$ cat config.mk
export PLATFORM = sky130hd
export DESIGN_NAME = if_fetch_ctrl_flat
export DESIGN_NICKNAME = d
export VERILOG_FILES = /design/src/rtl/if_fetch_ctrl_if.sv /design/src/rtl/if_fetch_ctrl.sv /design/src/flat_wrapper.sv
export SDC_FILE = /design/constraint.sdc
export NUM_CORES = 1
export LEC_CHECK = 0
export BUFFER_PORTS_ARGS = -buffer_cell sky130_fd_sc_hd__buf_4
export CAP_MARGIN = 20
export CORE_AREA = 10 10 115 106
export CTS_BUF_LIST = sky130_fd_sc_hd__clkbuf_4
export DETAILED_ROUTE_END_ITERATION = 10
export DIE_AREA = 0 0 125 116
export GPL_ROUTABILITY_DRIVEN = 0
export GPL_TIMING_DRIVEN = 0
export PLACE_DENSITY = 0.91
export SLEW_MARGIN = 40
export SYNTH_ARGS = -nofsm -noshare
export SYNTH_HDL_FRONTEND = slang
export SYNTH_SLANG_ARGS = --single-unit
$ cat constraint.sdc
create_clock -name Clk -period 2.9 [get_ports Clk]
set_input_delay 0.145 -clock Clk [delete_from_list [all_inputs] [get_ports Clk]]
set_output_delay 0.145 -clock Clk [all_outputs]
set_load 0.03 [all_outputs]
$ cat src/rtl/if_fetch_ctrl_if.sv
// if_fetch_ctrl_if: fetch-stage control inputs and PC / IF/ID outputs bundled as one port
interface if_fetch_ctrl_if;
    logic        Stall;
    logic        Branch_taken;
    logic [31:0] Branch_target;
    logic        Jump;
    logic [25:0] Jump_index;
    logic [31:0] Instr_in;
    logic [31:0] Address_out;
    logic [31:0] IFID_instr;
    logic [31:0] IFID_pc4;
    logic        IFID_valid;
    modport master (
        output Stall, Branch_taken, Branch_target, Jump, Jump_index, Instr_in,
        input  Address_out, IFID_instr, IFID_pc4, IFID_valid
    );
    modport slave (
        input  Stall, Branch_taken, Branch_target, Jump, Jump_index, Instr_in,
        output Address_out, IFID_instr, IFID_pc4, IFID_valid
    );
endinterface

$ cat src/rtl/if_fetch_ctrl.sv
// if_fetch_ctrl: PC register, next-PC select (branch > jump > stall > sequential) and IF/ID register
module if_fetch_ctrl #(
    parameter logic [31:0] RESET_ADDR = 32'h0000_0000,
    parameter logic [31:0] NOP_WORD   = 32'h0000_0000
) (
    input logic           Clk,
    input logic           Reset,
    if_fetch_ctrl_if.slave bus
);
    logic [31:0] pc;
    logic [31:0] pc4;
    logic [31:0] ifid_instr;
    logic [31:0] ifid_pc4;
    logic        ifid_valid;
    logic [31:0] redirect_pc;
    logic        redirect;
    assign pc4         = pc + 32'd4;
    assign redirect    = bus.Branch_taken | bus.Jump;
    // The branch is older than the jump in ID, so its target wins; jumps use the PC+4 held in IF/ID
    assign redirect_pc = bus.Branch_taken ? (bus.Branch_target & ~32'd3)
                                          : {ifid_pc4[31:28], bus.Jump_index, 2'b00};
    // PC and IF/ID update: redirect flushes, stall freezes, otherwise advance and capture the fetch
    always_ff @(posedge Clk or posedge Reset) begin
        if (Reset) begin
            pc         <= RESET_ADDR;
            ifid_instr <= NOP_WORD;
            ifid_pc4   <= 32'd0;
            ifid_valid <= 1'b0;
        end else if (redirect) begin
            pc         <= redirect_pc;
            ifid_instr <= NOP_WORD;
            ifid_pc4   <= 32'd0;
            ifid_valid <= 1'b0;
        end else if (!bus.Stall) begin
            pc         <= pc4;
            ifid_instr <= bus.Instr_in;
            ifid_pc4   <= pc4;
            ifid_valid <= 1'b1;
        end
    end
    assign bus.Address_out = pc;
    assign bus.IFID_instr  = ifid_instr;
    assign bus.IFID_pc4    = ifid_pc4;
    assign bus.IFID_valid  = ifid_valid;
endmodule

$ cat src/flat_wrapper.sv
// flat-port wrapper written by rule: the top's interface ports become plain ports
module if_fetch_ctrl_flat 
#(
    parameter logic [31:0] RESET_ADDR = 32'h0000_0000,
    parameter logic [31:0] NOP_WORD   = 32'h0000_0000
)
  (Clk, Reset, bus_Stall, bus_Branch_taken, bus_Branch_target, bus_Jump, bus_Jump_index, bus_Instr_in, bus_Address_out, bus_IFID_instr, bus_IFID_pc4, bus_IFID_valid);
  if_fetch_ctrl_if bus_i ();
  input logic Clk;
  input logic Reset;
  input wire logic [$bits(bus_i.Stall)-1:0] bus_Stall;
  input wire logic [$bits(bus_i.Branch_taken)-1:0] bus_Branch_taken;
  input wire logic [$bits(bus_i.Branch_target)-1:0] bus_Branch_target;
  input wire logic [$bits(bus_i.Jump)-1:0] bus_Jump;
  input wire logic [$bits(bus_i.Jump_index)-1:0] bus_Jump_index;
  input wire logic [$bits(bus_i.Instr_in)-1:0] bus_Instr_in;
  output wire logic [$bits(bus_i.Address_out)-1:0] bus_Address_out;
  output wire logic [$bits(bus_i.IFID_instr)-1:0] bus_IFID_instr;
  output wire logic [$bits(bus_i.IFID_pc4)-1:0] bus_IFID_pc4;
  output wire logic [$bits(bus_i.IFID_valid)-1:0] bus_IFID_valid;
  assign bus_i.Stall = bus_Stall;
  assign bus_i.Branch_taken = bus_Branch_taken;
  assign bus_i.Branch_target = bus_Branch_target;
  assign bus_i.Jump = bus_Jump;
  assign bus_i.Jump_index = bus_Jump_index;
  assign bus_i.Instr_in = bus_Instr_in;
  assign bus_Address_out = bus_i.Address_out;
  assign bus_IFID_instr = bus_i.IFID_instr;
  assign bus_IFID_pc4 = bus_i.IFID_pc4;
  assign bus_IFID_valid = bus_i.IFID_valid;
  if_fetch_ctrl #(.RESET_ADDR(RESET_ADDR), .NOP_WORD(NOP_WORD)) u_core (.Clk(Clk), .Reset(Reset), .bus(bus_i));
endmodule
# After elaboration in Yosys (flattened, before gate mapping)
# Index checks and enable logic that the tools add are counted.
# word_totals
register_bits	97
inputBits	95
out_inout_bits	97
word_cells	15
# classes
addsub	1
eq_ne	1
mux	8
n_bitwise	1
# op_table
operator	count
$mux W32	6
$add A32 B3 Y32 const B	1
$mux W1	2
$ne A2 B1 Y1 const B	1
$or A1 B1 Y1	1

# Logic depth before layout (Yosys ltp)
# Gate-level depths: netlist of run 1.
# depth
ltp_word	3
mapped_depth	8
ltp_nobuf	6

# Least setup slack after synthesis of run 1
# No wires, ideal clock.
# synth_path
path_type	register to register
start	register u_core.pc[4] (netlist: u_core.bus.Address_out[4])
end	register u_core.pc[19] (netlist: u_core.bus.Address_out[19])
setup_ns	0.126
arrival_ns	1.895
required_ns	2.774
slack_ns	0.879
path_stages_with_launch	9
path_buffers	3
synth_period_minus_slack_ns	2.021
cell_sequence	dfrtp_1 buf_4 and4_1 buf_4 nand4_4 buf_6 nor3_1 xor2_1 a221o_1
# synth_via
elab_chain_len	3
# synth_lines
item	line_no	source
start: declaration	if_fetch_ctrl.sv:10	logic [31:0] pc;
start signal: assignment	if_fetch_ctrl.sv:30	pc <= redirect_pc;
start signal: assignment	if_fetch_ctrl.sv:35	pc <= pc4;
$add A32 B3 Y32	if_fetch_ctrl.sv:17	assign pc4 = pc + 32'd4;
$mux W32	if_fetch_ctrl.sv:34	end else if (!bus.Stall) begin
$mux W32	if_fetch_ctrl.sv:29	end else if (redirect) begin
# No other way between the ends. The select of a mux whose other input is x is not followed.
# A chain may end at the register's enable or synchronous reset.

# Worst setup path after layout of run 1
# layout_path
start	register u_core.pc[2] (netlist: u_core.bus.Address_out[2])
end	register u_core.pc[28] (netlist: u_core.bus.Address_out[28])
# The elaborated chain is that of the path after synthesis.

==> impl_metrics.json, run 1 <==
{
  "antenna_cells_inserted": 0,
  "tritoncts.num_buffers": 9,
  "sum_of_overflow_across_all_layers_after_global_routing": 0,
  "min_path_cells": 3,
  "boundaryPins": 192,
  "numPortBuffers": 184,
  "start_util_pct": 49.4,
  "post_synth_num_cell_types": 42,
  "worstRegToRegCells": 7,
  "cts.path.max_buffers": 2,
  "dp_hpwl_um": 13600,
  "mappedNetlistArea_um2": 4790,
  "final_min_period_over_clock_period_pct": 78.8,
  "worst-r2r-setup-slack_ps": 610,
  "grt_use_total_pct": 25.1,
  "holdCritPathClass": "in2reg",
  "post_route_cells_drive_above_1_share_pct": 28.8,
  "cts_num_sinks": 94,
  "detail_route.wl_per_cell_um": 20.7,
  "finalHoldViolations": 0,
  "fill_cells": 650,
  "postSynth.topFlopCell": "sky130_fd_sc_hd__dfrtp_1",
  "clk-insertion-delay-late_ps": 440,
  "status": "finished, final reports clean",
  "power.total_w": 0.00319,
  "synth.yosys.warnings": 0,
  "worst-endpoint-arrival_ps": 2600,
  "power.density_nw_per_um2": 444,
  "maxSlewHeadroom_pct": 55.1,
  "period_needed_ps": 2290,
  "final_nets": 864,
  "grt_setup_unrepaired": "false",
  "cts_tree": "done",
  "hold_path_startpoint": "bus_Jump_index[24]",
  "end_point_of_the_worst_hold_path": "u_core.bus.Address_out[26]$_DFFE_PP0N_",
  "grt_first_pass_wirelength_um": 29500,
  "dr_total_vias": 5140,
  "synth.avg_cell_area_um2": 9.45,
  "detailedRoute.firstIterationViolations": 507,
  "grt_pass1_vias": 5631,
  "grt_start_max_net_pins": 50,
  "design.core.area_um2": 9700,
  "cts.clk_slew.worst_paths_ps": 150,
  "synth-seq-cells": 94,
  "maxSlewViolCount": 0,
  "max_cap_viol_count": 0,
  "syn-instance-count": 507,
  "setup.worst_path.class": "reg2reg",
  "critical_path_required_ps": 3210,
  "timing.final.ws_setup_ps": 615,
  "drc_errors": 0,
  "setup-violations-final": 0,
  "die_height_um": 116,
  "route.antenna.remaining_nets": 0,
  "critical_register_to_register_path_endpoint": "u_core.bus.Address_out[28]$_DFFE_PP0N_",
  "post_cts_resized": 0,
  "finalClockSkew_ps": 21.3,
  "critical_path.max_fanout": 8,
  "ir_worst_vdd_mv": 0.307,
  "critical_path.startpoint_type": "flip-flop",
  "grt_antenna_before_repair": 0,
  "total_leakage_power_nw": 3.43,
  "utilization_pct": 74.0,
  "worst_pin_slew_ps": 673,
  "floorplan.die.width_um": 125,
  "timing.critical_path.to_type": "flip-flop",
  "yosysSeqAreaShare_pct": 49.1,
  "rr_startpoint": "u_core.bus.Address_out[2]$_DFFE_PP0N_",
  "rows": 34,
  "synth_edf_count": 0,
  "wirelength_um": 18600,
  "layout-area-overhead-vs-synth_pct": 49.9,
  "drt-pass1-iter-count": 6,
  "finalSetupTns_ps": 0,
  "drt-vias-per-instance": 5.73,
  "max_freq_ghz": 0.438,
  "cts_max_level": 3,
  "die_area_um2": 14500,
  "detailedPlace.worstSlack_ps": 639,
  "cts_root_buf": "sky130_fd_sc_hd__clkbuf_4",
  "synth_async_sr_flop_share_pct": 100
}
-- critical path, cell delays in order, from the launching register on --
cell,delay [ps]
sky130_fd_sc_hd__dfrtp_1,550
sky130_fd_sc_hd__ha_1,200
sky130_fd_sc_hd__clkbuf_1,330
sky130_fd_sc_hd__and4_1,240
sky130_fd_sc_hd__nand4_1,220
sky130_fd_sc_hd__nor3_1,290
sky130_fd_sc_hd__xnor2_1,180
sky130_fd_sc_hd__o221ai_1,160
-- cells by family (layout without fill, tap and decap cells) --
group | after synthesis | after routing | share of synthesized area, %
muxes | 36 | 36 | 7.52
adders and majority gates | 1 | 1 | 0.261
DFF | 94 | 94 | 49.1
buffers and inverters | 48 | 311 | 4.41
xor gates and xnor gates | 36 | 36 | 6.58
other | 1 | 2 | 0.0783
and+or+nand+nor | 180 | 180 | 17.8
AOI/OAI and AO/OA | 111 | 111 | 14.3
-- final cells by class --
cell class,count,area (um^2),share of cell area [%]
plain buffers,42,189,2.63
multi-input cells,366,2230,31.1
flip-flops and latches,94,2350,32.8
inverters,6,27.5,0.383
clock inverters,4,97.6,1.36
clock buffers,10,75.1,1.05
well taps,126,158,2.20
repair buffers,249,2050,28.5
-- metrics by stage --
step           instance area, um^2  hold slack, ps  std cells
2_1_floorplan                 4790             262        508
3_3_place_gp                  6330             350        818
3_5_place_dp                  6370             192        819
4_1_cts                       7170            2.61        896
5_1_grt                       7180            16.5        897
6_report                      7180            11.5        897
-- state kept, by name, summed over array words and instances, names as in the netlist --
signal                  count
u_core.bus.Address_out     30
u_core.bus.IFID_valid       1
u_core.bus.IFID_instr      32
u_core.bus.IFID_pc4        31
-- where the power goes --
| group | switching (W) | internal, W | leakage [nW] |
|---|---|---|---|
| Combinational | 0.000468 | 0.000361 | 2.10 |
| Clock | 0.000444 | 0.000438 | 0.0886 |
| Sequential | 0.0000944 | 0.00138 | 1.24 |
-- layer usage --
layer	vias up	GRT usage, %	wire (um)
met5	-	0	0
met4	0	9.97	597
met3	62	10.3	2480
met2	382	40.8	8700
met1	2409	29.2	6800
li1	2287	-	-
-- synthesized netlist by cell type (5+ instances only) --
cell type / number / area (um^2)
sky130_fd_sc_hd__inv_1: 5 / 18.8
sky130_fd_sc_hd__o21ai_0: 30 / 150
sky130_fd_sc_hd__o221ai_1: 10 / 87.6
sky130_fd_sc_hd__nand4_1: 7 / 43.8
sky130_fd_sc_hd__o21ba_2: 6 / 60.1
sky130_fd_sc_hd__a21oi_1: 45 / 225
sky130_fd_sc_hd__mux2i_1: 36 / 360
sky130_fd_sc_hd__xnor2_1: 24 / 210
sky130_fd_sc_hd__nand3_1: 12 / 60.1
sky130_fd_sc_hd__xor2_1: 12 / 105
sky130_fd_sc_hd__buf_4: 5 / 37.5
sky130_fd_sc_hd__dfrtp_1: 94 / 2350
sky130_fd_sc_hd__clkbuf_1: 28 / 105
sky130_fd_sc_hd__nand2_1: 50 / 188
sky130_fd_sc_hd__a221o_1: 7 / 70.1
sky130_fd_sc_hd__nor3_1: 12 / 60.1
sky130_fd_sc_hd__nor2_1: 72 / 270
-- how the worst max path moves through the flow --
stage	slack [ps]	from	depth (start not counted)	to
after floorplan	310	Reset	1	u_core.bus.Address_out[10]$_DFFE_PP0N_
after global placement	-690	Reset	2	u_core.bus.Address_out[14]$_DFFE_PP0N_
after detailed placement	640	u_core.bus.Address_out[2]$_DFFE_PP0N_	7	u_core.bus.Address_out[26]$_DFFE_PP0N_
after CTS	620	u_core.bus.Address_out[2]$_DFFE_PP0N_	7	u_core.bus.Address_out[26]$_DFFE_PP0N_
after global routing	420	u_core.bus.Address_out[2]$_DFFE_PP0N_	7	u_core.bus.Address_out[26]$_DFFE_PP0N_
final	610	u_core.bus.Address_out[2]$_DFFE_PP0N_	7	u_core.bus.Address_out[28]$_DFFE_PP0N_
-- repair_timing --
action                                 CTS  global route
setup endpoints to repair                0             0
endpoints found under the hold margin  104             1
setup buffers                            0             0
hold buffers                            63             1
-- cell usage in the layout, fill, tap and decap left out, drive strengths merged --
| cell type | instances |
|---|---|
| clkinvlp | 1 |
| nor2 | 72 |
| clkbuf | 38 |
| o211ai | 2 |
| o21a | 2 |
| xor2 | 12 |
| mux2i | 36 |
| nor4 | 7 |
| o21ai | 32 |
| a21o | 1 |
| inv | 5 |
| a221o | 7 |
| o21ba | 6 |
| xnor2 | 24 |
| or4 | 1 |
| nand4 | 8 |
| or2 | 1 |
| dlygate4sd3 | 64 |
| and4 | 4 |
| nand3 | 12 |
| and3 | 4 |
| and2 | 2 |
| nor3 | 12 |
| conb | 2 |
| a22oi | 4 |
| bufinv | 3 |
| ha | 1 |
| buf | 199 |
| a21oi | 45 |
| nor2b | 2 |
| o22ai | 2 |
| clkinv | 1 |
| nand2 | 50 |
| nor3b | 1 |
| nand3b | 4 |
| dfrtp | 94 |
| o221ai | 10 |
(Power assumes the default switching activity.)
==> run 2: changes to the inputs <==
--- a/config.mk
+++ b/config.mk
@@ -7,13 +7,13 @@
 export LEC_CHECK = 0
 export BUFFER_PORTS_ARGS = -buffer_cell sky130_fd_sc_hd__buf_4
 export CAP_MARGIN = 20
-export CORE_AREA = 10 10 115 106
+export CORE_AREA = 10 10 120 111
 export CTS_BUF_LIST = sky130_fd_sc_hd__clkbuf_4
 export DETAILED_ROUTE_END_ITERATION = 10
-export DIE_AREA = 0 0 125 116
+export DIE_AREA = 0 0 130 121
 export GPL_ROUTABILITY_DRIVEN = 0
 export GPL_TIMING_DRIVEN = 0
-export PLACE_DENSITY = 0.91
+export PLACE_DENSITY = 0.87
 export SLEW_MARGIN = 40
 export SYNTH_ARGS = -nofsm -noshare
 export SYNTH_HDL_FRONTEND = slang
==> constraint.sdc (replaced) <==
create_clock -name Clk -period 2.1 [get_ports Clk]
set_input_delay 0.105 -clock Clk [delete_from_list [all_inputs] [get_ports Clk]]
set_output_delay 0.105 -clock Clk [all_outputs]
set_load 0.03 [all_outputs]
==> impl_metrics.json, run 2 (synthesis results as in run 1) <==
{
  "detail_route.wl_per_cell_um": 21.0,
  "finalClockSkew_ps": 17.3,
  "timing.critical_path.depth": 5,
  "dp_hpwl_um": 13900,
  "final_min_period_over_clock_period_pct": 98.7,
  "fin_area_um2": 7440,
  "path_buf_inv": 0,
  "total_leakage_power_nw": 3.52,
  "critical_path.startpoint": "u_core.bus.Address_out[14]$_DFFE_PP0N_",
  "post_route_cells_drive_above_1_share_pct": 29.0,
  "numPortBuffers": 184,
  "design.core.area_um2": 10700,
  "critical_path.startpoint_type": "flip-flop",
  "dr_total_vias": 5255,
  "die_area_um2": 15700,
  "cts_max_level": 3,
  "detailroute.wirelength.met2_um": 9050,
  "wirelength_um": 19500,
  "floorplan.die.width_um": 130,
  "cts.path.max_buffers": 2,
  "hold_path_startpoint": "bus_Jump_index[15]",
  "cts_root_buf": "sky130_fd_sc_hd__clkbuf_4",
  "finalHoldViolations": 0,
  "grt_antenna_before_repair": 1,
  "setup-violations-final": 0,
  "layout-area-overhead-vs-synth_pct": 55.2,
  "grt_first_pass_wirelength_um": 30300,
  "utilization_pct": 69.4,
  "crit_path_cell_trace": "and3_1 > nand2_1 > nor4_1 > xor2_1 > a221o_1",
  "sum_of_routed_wire_segments_on_met1_um": 7360,
  "top_routing_layer_used": "met4",
  "clk-insertion-delay-late_ps": 480,
  "rr_startpoint": "u_core.bus.Address_out[14]$_DFFE_PP0N_",
  "timing.hold.ws_ps": 44.7,
  "crit_path_end": "u_core.bus.Address_out[25]$_DFFE_PP0N_",
  "final_nets": 889,
  "status": "finished, final reports clean",
  "critical-path-top-delay-family": "simple AND/OR/NAND/NOR gates",
  "critical_path.max_stage_delay_ps": 510,
  "fill_cells": 759,
  "setup.worst_path.class": "reg2reg",
  "multiInputGateArea_um2": 2260,
  "maxSlewViolCount": 0,
  "drc_errors": 0,
  "worstRegToRegCells": 5,
  "period_needed_ps": 2070,
  "rows": 36,
  "die_height_um": 121,
  "power.density_nw_per_um2": 553,
  "detailedRoute.firstIterationViolations": 463,
  "grt_pass1_vias": 5588,
  "dr_wl_met3_um": 2520,
  "cell_with_the_largest_stage_delay_on_the_worst_path": "sky130_fd_sc_hd__dfrtp_1",
  "cts_num_sinks": 94,
  "ir_worst_vdd_mv": 0.393,
  "critical_path_required_ps": 2490,
  "finalSetupTns_ps": 0,
  "critical_path.max_fanout": 7,
  "worst-r2r-setup-slack_ps": 30,
  "worst-endpoint-arrival_ps": 2460,
  "worst_pin_slew_ps": 776,
  "grt_setup_unrepaired": "true",
  "final_cell_mix": "sky130_fd_sc_hd__buf_4, sky130_fd_sc_hd__dfrtp_1, sky130_fd_sc_hd__dlygate4sd3_1",
  "timing.critical_path.to_type": "flip-flop",
  "register_area_um2": 2360,
  "max_cap_viol_count": 0,
  "largest_register_ff_count": 32,
  "maxSlewHeadroom_pct": 48.3,
  "drt-vias-per-instance": 5.64,
  "grt_start_max_net_pins": 28,
  "max_freq_ghz": 0.483,
  "critical_register_to_register_path_endpoint": "u_core.bus.Address_out[25]$_DFFE_PP0N_",
  "cts_tree": "done",
  "start_util_pct": 44.7,
  "route.antenna.remaining_nets": 0,
  "drt-pass1-iter-count": 8,
  "placed_area_um2": 6410,
  "boundaryPins": 192,
  "final_common_cell": "sky130_fd_sc_hd__buf_4",
  "tritoncts.num_buffers": 9,
  "holdCritPathClass": "in2reg",
  "grt_use_total_pct": 24.6,
  "cts.clk_slew.worst_paths_ps": 150,
  "sum_of_overflow_across_all_layers_after_global_routing": 0
}
-- run 2: final cells by class --
| class | count | share of cell area (%) |
|---|---|---|
| Sequential cell | 94 | 31.7 |
| Timing Repair Buffer | 275 | 31.3 |
| Multi-Input combinational cell | 366 | 30.5 |
| Buffer | 41 | 2.62 |
| Tap cell | 133 | 2.24 |
| Clock buffer | 9 | 0.909 |
| Clock inverter | 6 | 0.404 |
| Inverter | 6 | 0.353 |
| Antenna cell | 1 | 0.0337 |
-- run 2: how the worst min path moves through the flow --
| stage | to | slack [ps] | cells past startpoint |
|---|---|---|---|
| finish | u_core.bus.Address_out[17]$_DFFE_PP0N_ | 40 | 4 |
| global route | u_core.bus.Address_out[17]$_DFFE_PP0N_ | 30 | 4 |
| CTS | u_core.bus.Address_out[20]$_DFFE_PP0N_ | 6 | 4 |
| detailed placement | u_core.bus.IFID_instr[29]$_DFFE_PP0N_ | 190 | 2 |
| global placement | u_core.bus.Address_out[2]$_DFFE_PP0N_ | 310 | 2 |
| floorplan | u_core.bus.Address_out[2]$_DFFE_PP0N_ | 220 | 1 |
-- run 2: power by group --
group          switching (W)  leakage [nW]  internal (W)  total (W)
clock               0.000622        0.0564      0.000223   0.000845
combinational       0.000668          2.23      0.000552    0.00122
sequential          0.000134          1.23       0.00191    0.00204
total                0.00142          3.52       0.00268    0.00411
-- run 2: worst min-delay path, stage by stage --
cell	delay, ps
sky130_fd_sc_hd__buf_4	80
sky130_fd_sc_hd__nand2_1	50
sky130_fd_sc_hd__a21oi_1	130
sky130_fd_sc_hd__a221o_1	130
-- run 2: routing by layer --
layer,vias up,global-route usage [%]
li1,2332,-
met1,2528,28.1
met2,338,39.7
met3,57,11.1
met4,0,9.27
met5,-,0
-- run 2: repair_timing --
action | 4_1_cts | 5_1_grt
hold buffers | 87 | 1
pin swaps | 0 | 0
resized for setup | 2 | 10
buffers inserted | 0 | 1
hold endpoints to repair | 79 | 1
setup endpoints to repair | 11 | 14
-- run 2: stage by stage --
step | cells | total power (W) | setup slack (ps)
CTS | 929 | 0.00409 | 26.9
global placement | 825 | 0.00307 | -130
finish | 931 | 0.00411 | 27.8
detailed placement | 828 | 0.00311 | -183
global route | 931 | 0.00431 | -43.6
floorplan | 508 | 0.00263 | 79.1
==> run 3: changes to the inputs <==
--- a/config.mk
+++ b/config.mk
@@ -12,7 +12,6 @@
 export DETAILED_ROUTE_END_ITERATION = 10
 export DIE_AREA = 0 0 130 121
 export GPL_ROUTABILITY_DRIVEN = 0
-export GPL_TIMING_DRIVEN = 0
 export PLACE_DENSITY = 0.87
 export SLEW_MARGIN = 40
 export SYNTH_ARGS = -nofsm -noshare
==> impl_metrics.json, run 3 (synthesis results as in run 1) <==
{
  "critical_register_to_register_path_endpoint": "u_core.bus.Address_out[6]$_DFFE_PP0N_",
  "drc_errors": 0,
  "final_min_period_over_clock_period_pct": 96.5,
  "final_cell_mix": "sky130_fd_sc_hd__buf_4, sky130_fd_sc_hd__dfrtp_1, sky130_fd_sc_hd__dlygate4sd3_1",
  "register_area_um2": 2350,
  "drt-vias-per-instance": 5.58,
  "worstRegToRegCells": 6,
  "sum_of_overflow_across_all_layers_after_global_routing": 0,
  "tritoncts.num_buffers": 9,
  "maxSlewViolCount": 0,
  "dr_total_vias": 5099,
  "cts_tree": "done",
  "boundaryPins": 192,
  "largest_register_ff_count": 32,
  "grt_antenna_before_repair": 0,
  "critical-path-top-delay-family": "buffers and inverters",
  "grt_use_total_pct": 23.4,
  "max_cap_viol_count": 0,
  "final_nets": 872,
  "placed_area_um2": 6370,
  "wirelength_um": 18500,
  "detailedRoute.firstIterationViolations": 510,
  "timing.critical_path.to_type": "flip-flop",
  "final_common_cell": "sky130_fd_sc_hd__buf_4",
  "numPortBuffers": 187,
  "min_path_cells": 2,
  "cts_num_sinks": 94,
  "period_needed_ps": 2030,
  "dp_hpwl_um": 12400,
  "crit_path_cell_trace": "ha_2 > buf_4 > nand3_1 > xor2_2 > o221ai_1 > dlygate4sd3_1",
  "grt_pass1_vias": 5426,
  "drt-pass1-iter-count": 5,
  "die_area_um2": 15700,
  "die_height_um": 121,
  "cts.path.max_buffers": 2,
  "rows": 36,
  "end_point_of_the_worst_hold_path": "u_core.bus.Address_out[30]$_DFFE_PP0N_",
  "holdCritPathClass": "in2reg",
  "total_leakage_power_nw": 3.57,
  "finalHoldViolations": 0,
  "finalClockSkew_ps": 11.4,
  "critical_path.max_stage_delay_ps": 620,
  "path_buf_inv": 2,
  "cts_root_buf": "sky130_fd_sc_hd__clkbuf_4",
  "layout-area-overhead-vs-synth_pct": 55.8,
  "cell_with_the_largest_stage_delay_on_the_worst_path": "sky130_fd_sc_hd__dlygate4sd3_1",
  "floorplan.die.width_um": 130,
  "fin_area_um2": 7460,
  "worst-r2r-setup-slack_ps": 70,
  "worst_pin_slew_ps": 667,
  "power.density_nw_per_um2": 604,
  "post_route_cells_drive_above_1_share_pct": 31.2,
  "grt_start_max_net_pins": 81,
  "setup.worst_path.class": "reg2reg",
  "grt_first_pass_wirelength_um": 29100,
  "antenna_cells_inserted": 0,
  "worst-endpoint-arrival_ps": 2410,
  "ir_worst_vdd_mv": 0.610,
  "grt_setup_unrepaired": "false",
  "critical_path.startpoint_type": "flip-flop",
  "timing.hold.ws_ps": 54.6,
  "max_freq_ghz": 0.493,
  "start_util_pct": 44.7,
  "fill_cells": 773,
  "maxSlewHeadroom_pct": 55.4,
  "setup-violations-final": 0,
  "rr_startpoint": "u_core.bus.Address_out[3]$_DFFE_PP0N_",
  "cts_max_level": 3,
  "route.antenna.remaining_nets": 0,
  "critical_path_required_ps": 2490,
  "detail_route.wl_per_cell_um": 20.3,
  "design.core.area_um2": 10700,
  "finalSetupTns_ps": 0,
  "multiInputGateArea_um2": 2240,
  "critical_path.max_fanout": 6,
  "status": "finished, final reports clean",
  "hold_path_startpoint": "bus_Branch_taken",
  "cts.clk_slew.worst_paths_ps": 150,
  "clk-insertion-delay-late_ps": 490
}
-- run 3: layout make-up --
type,count,share of cell area (%)
timing repair buffer,299,33.4
sequential,94,31.5
multi-input combinational,366,30.1
tap,133,2.23
clock inverter,7,1.51
clock buffer,9,0.905
inverter,6,0.352
-- run 3: how the worst max path moves through the flow --
stage | start | endpoint | slack, ps | cells past startpoint
CTS | u_core.bus.Address_out[3]$_DFFE_PP0N_ | u_core.bus.Address_out[6]$_DFFE_PP0N_ | 50 | 6
global route | u_core.bus.Address_out[11]$_DFFE_PP0N_ | u_core.bus.Address_out[29]$_DFFE_PP0N_ | 4 | 6
finish | u_core.bus.Address_out[3]$_DFFE_PP0N_ | u_core.bus.Address_out[6]$_DFFE_PP0N_ | 70 | 6
detailed placement | u_core.bus.Address_out[11]$_DFFE_PP0N_ | u_core.bus.Address_out[29]$_DFFE_PP0N_ | 160 | 6
floorplan | u_core.bus.Address_out[4]$_DFFE_PP0N_ | u_core.bus.Address_out[19]$_DFFE_PP0N_ | 80 | 8
global placement | u_core.bus.Address_out[11]$_DFFE_PP0N_ | u_core.bus.Address_out[27]$_DFFE_PP0N_ | 240 | 6
-- run 3: power by group --
part | internal (W) | total (W) | switching [W] | leakage [nW]
Sequential | 0.00191 | 0.00202 | 0.000113 | 1.24
Combinational | 0.000560 | 0.00123 | 0.000668 | 2.24
Clock | 0.000596 | 0.00125 | 0.000659 | 0.0957
Total | 0.00307 | 0.00450 | 0.00144 | 3.57
-- run 3: routing by layer --
metal | GRT usage [%] | wire (um) | up-vias
li1 | - | - | 2290
met1 | 26.5 | 6960 | 2429
met2 | 37.2 | 8560 | 330
met3 | 11.3 | 2460 | 50
met4 | 9.27 | 545 | 0
met5 | 0 | 0 | -
-- run 3: per-stage QoR --
stage | cells | power, W | worst slack, ps | utilization, %
6_report | 914 | 0.00450 | 72.7 | 69.6
5_1_grt | 914 | 0.00469 | 3.90 | 69.6
4_1_cts | 913 | 0.00450 | 54.8 | 69.4
3_5_place_dp | 808 | 0.00311 | 158 | 59.4
3_3_place_gp | 808 | 0.00308 | 239 | 59.4
2_1_floorplan | 508 | 0.00263 | 79.1 | -
-- run 3: what timing repair did --
item	4_1_cts	5_1_grt
setup buffers	0	1
resized for setup	0	4
hold buffers	89	0
endpoints found under the setup margin	0	2
hold endpoints to repair	156	0
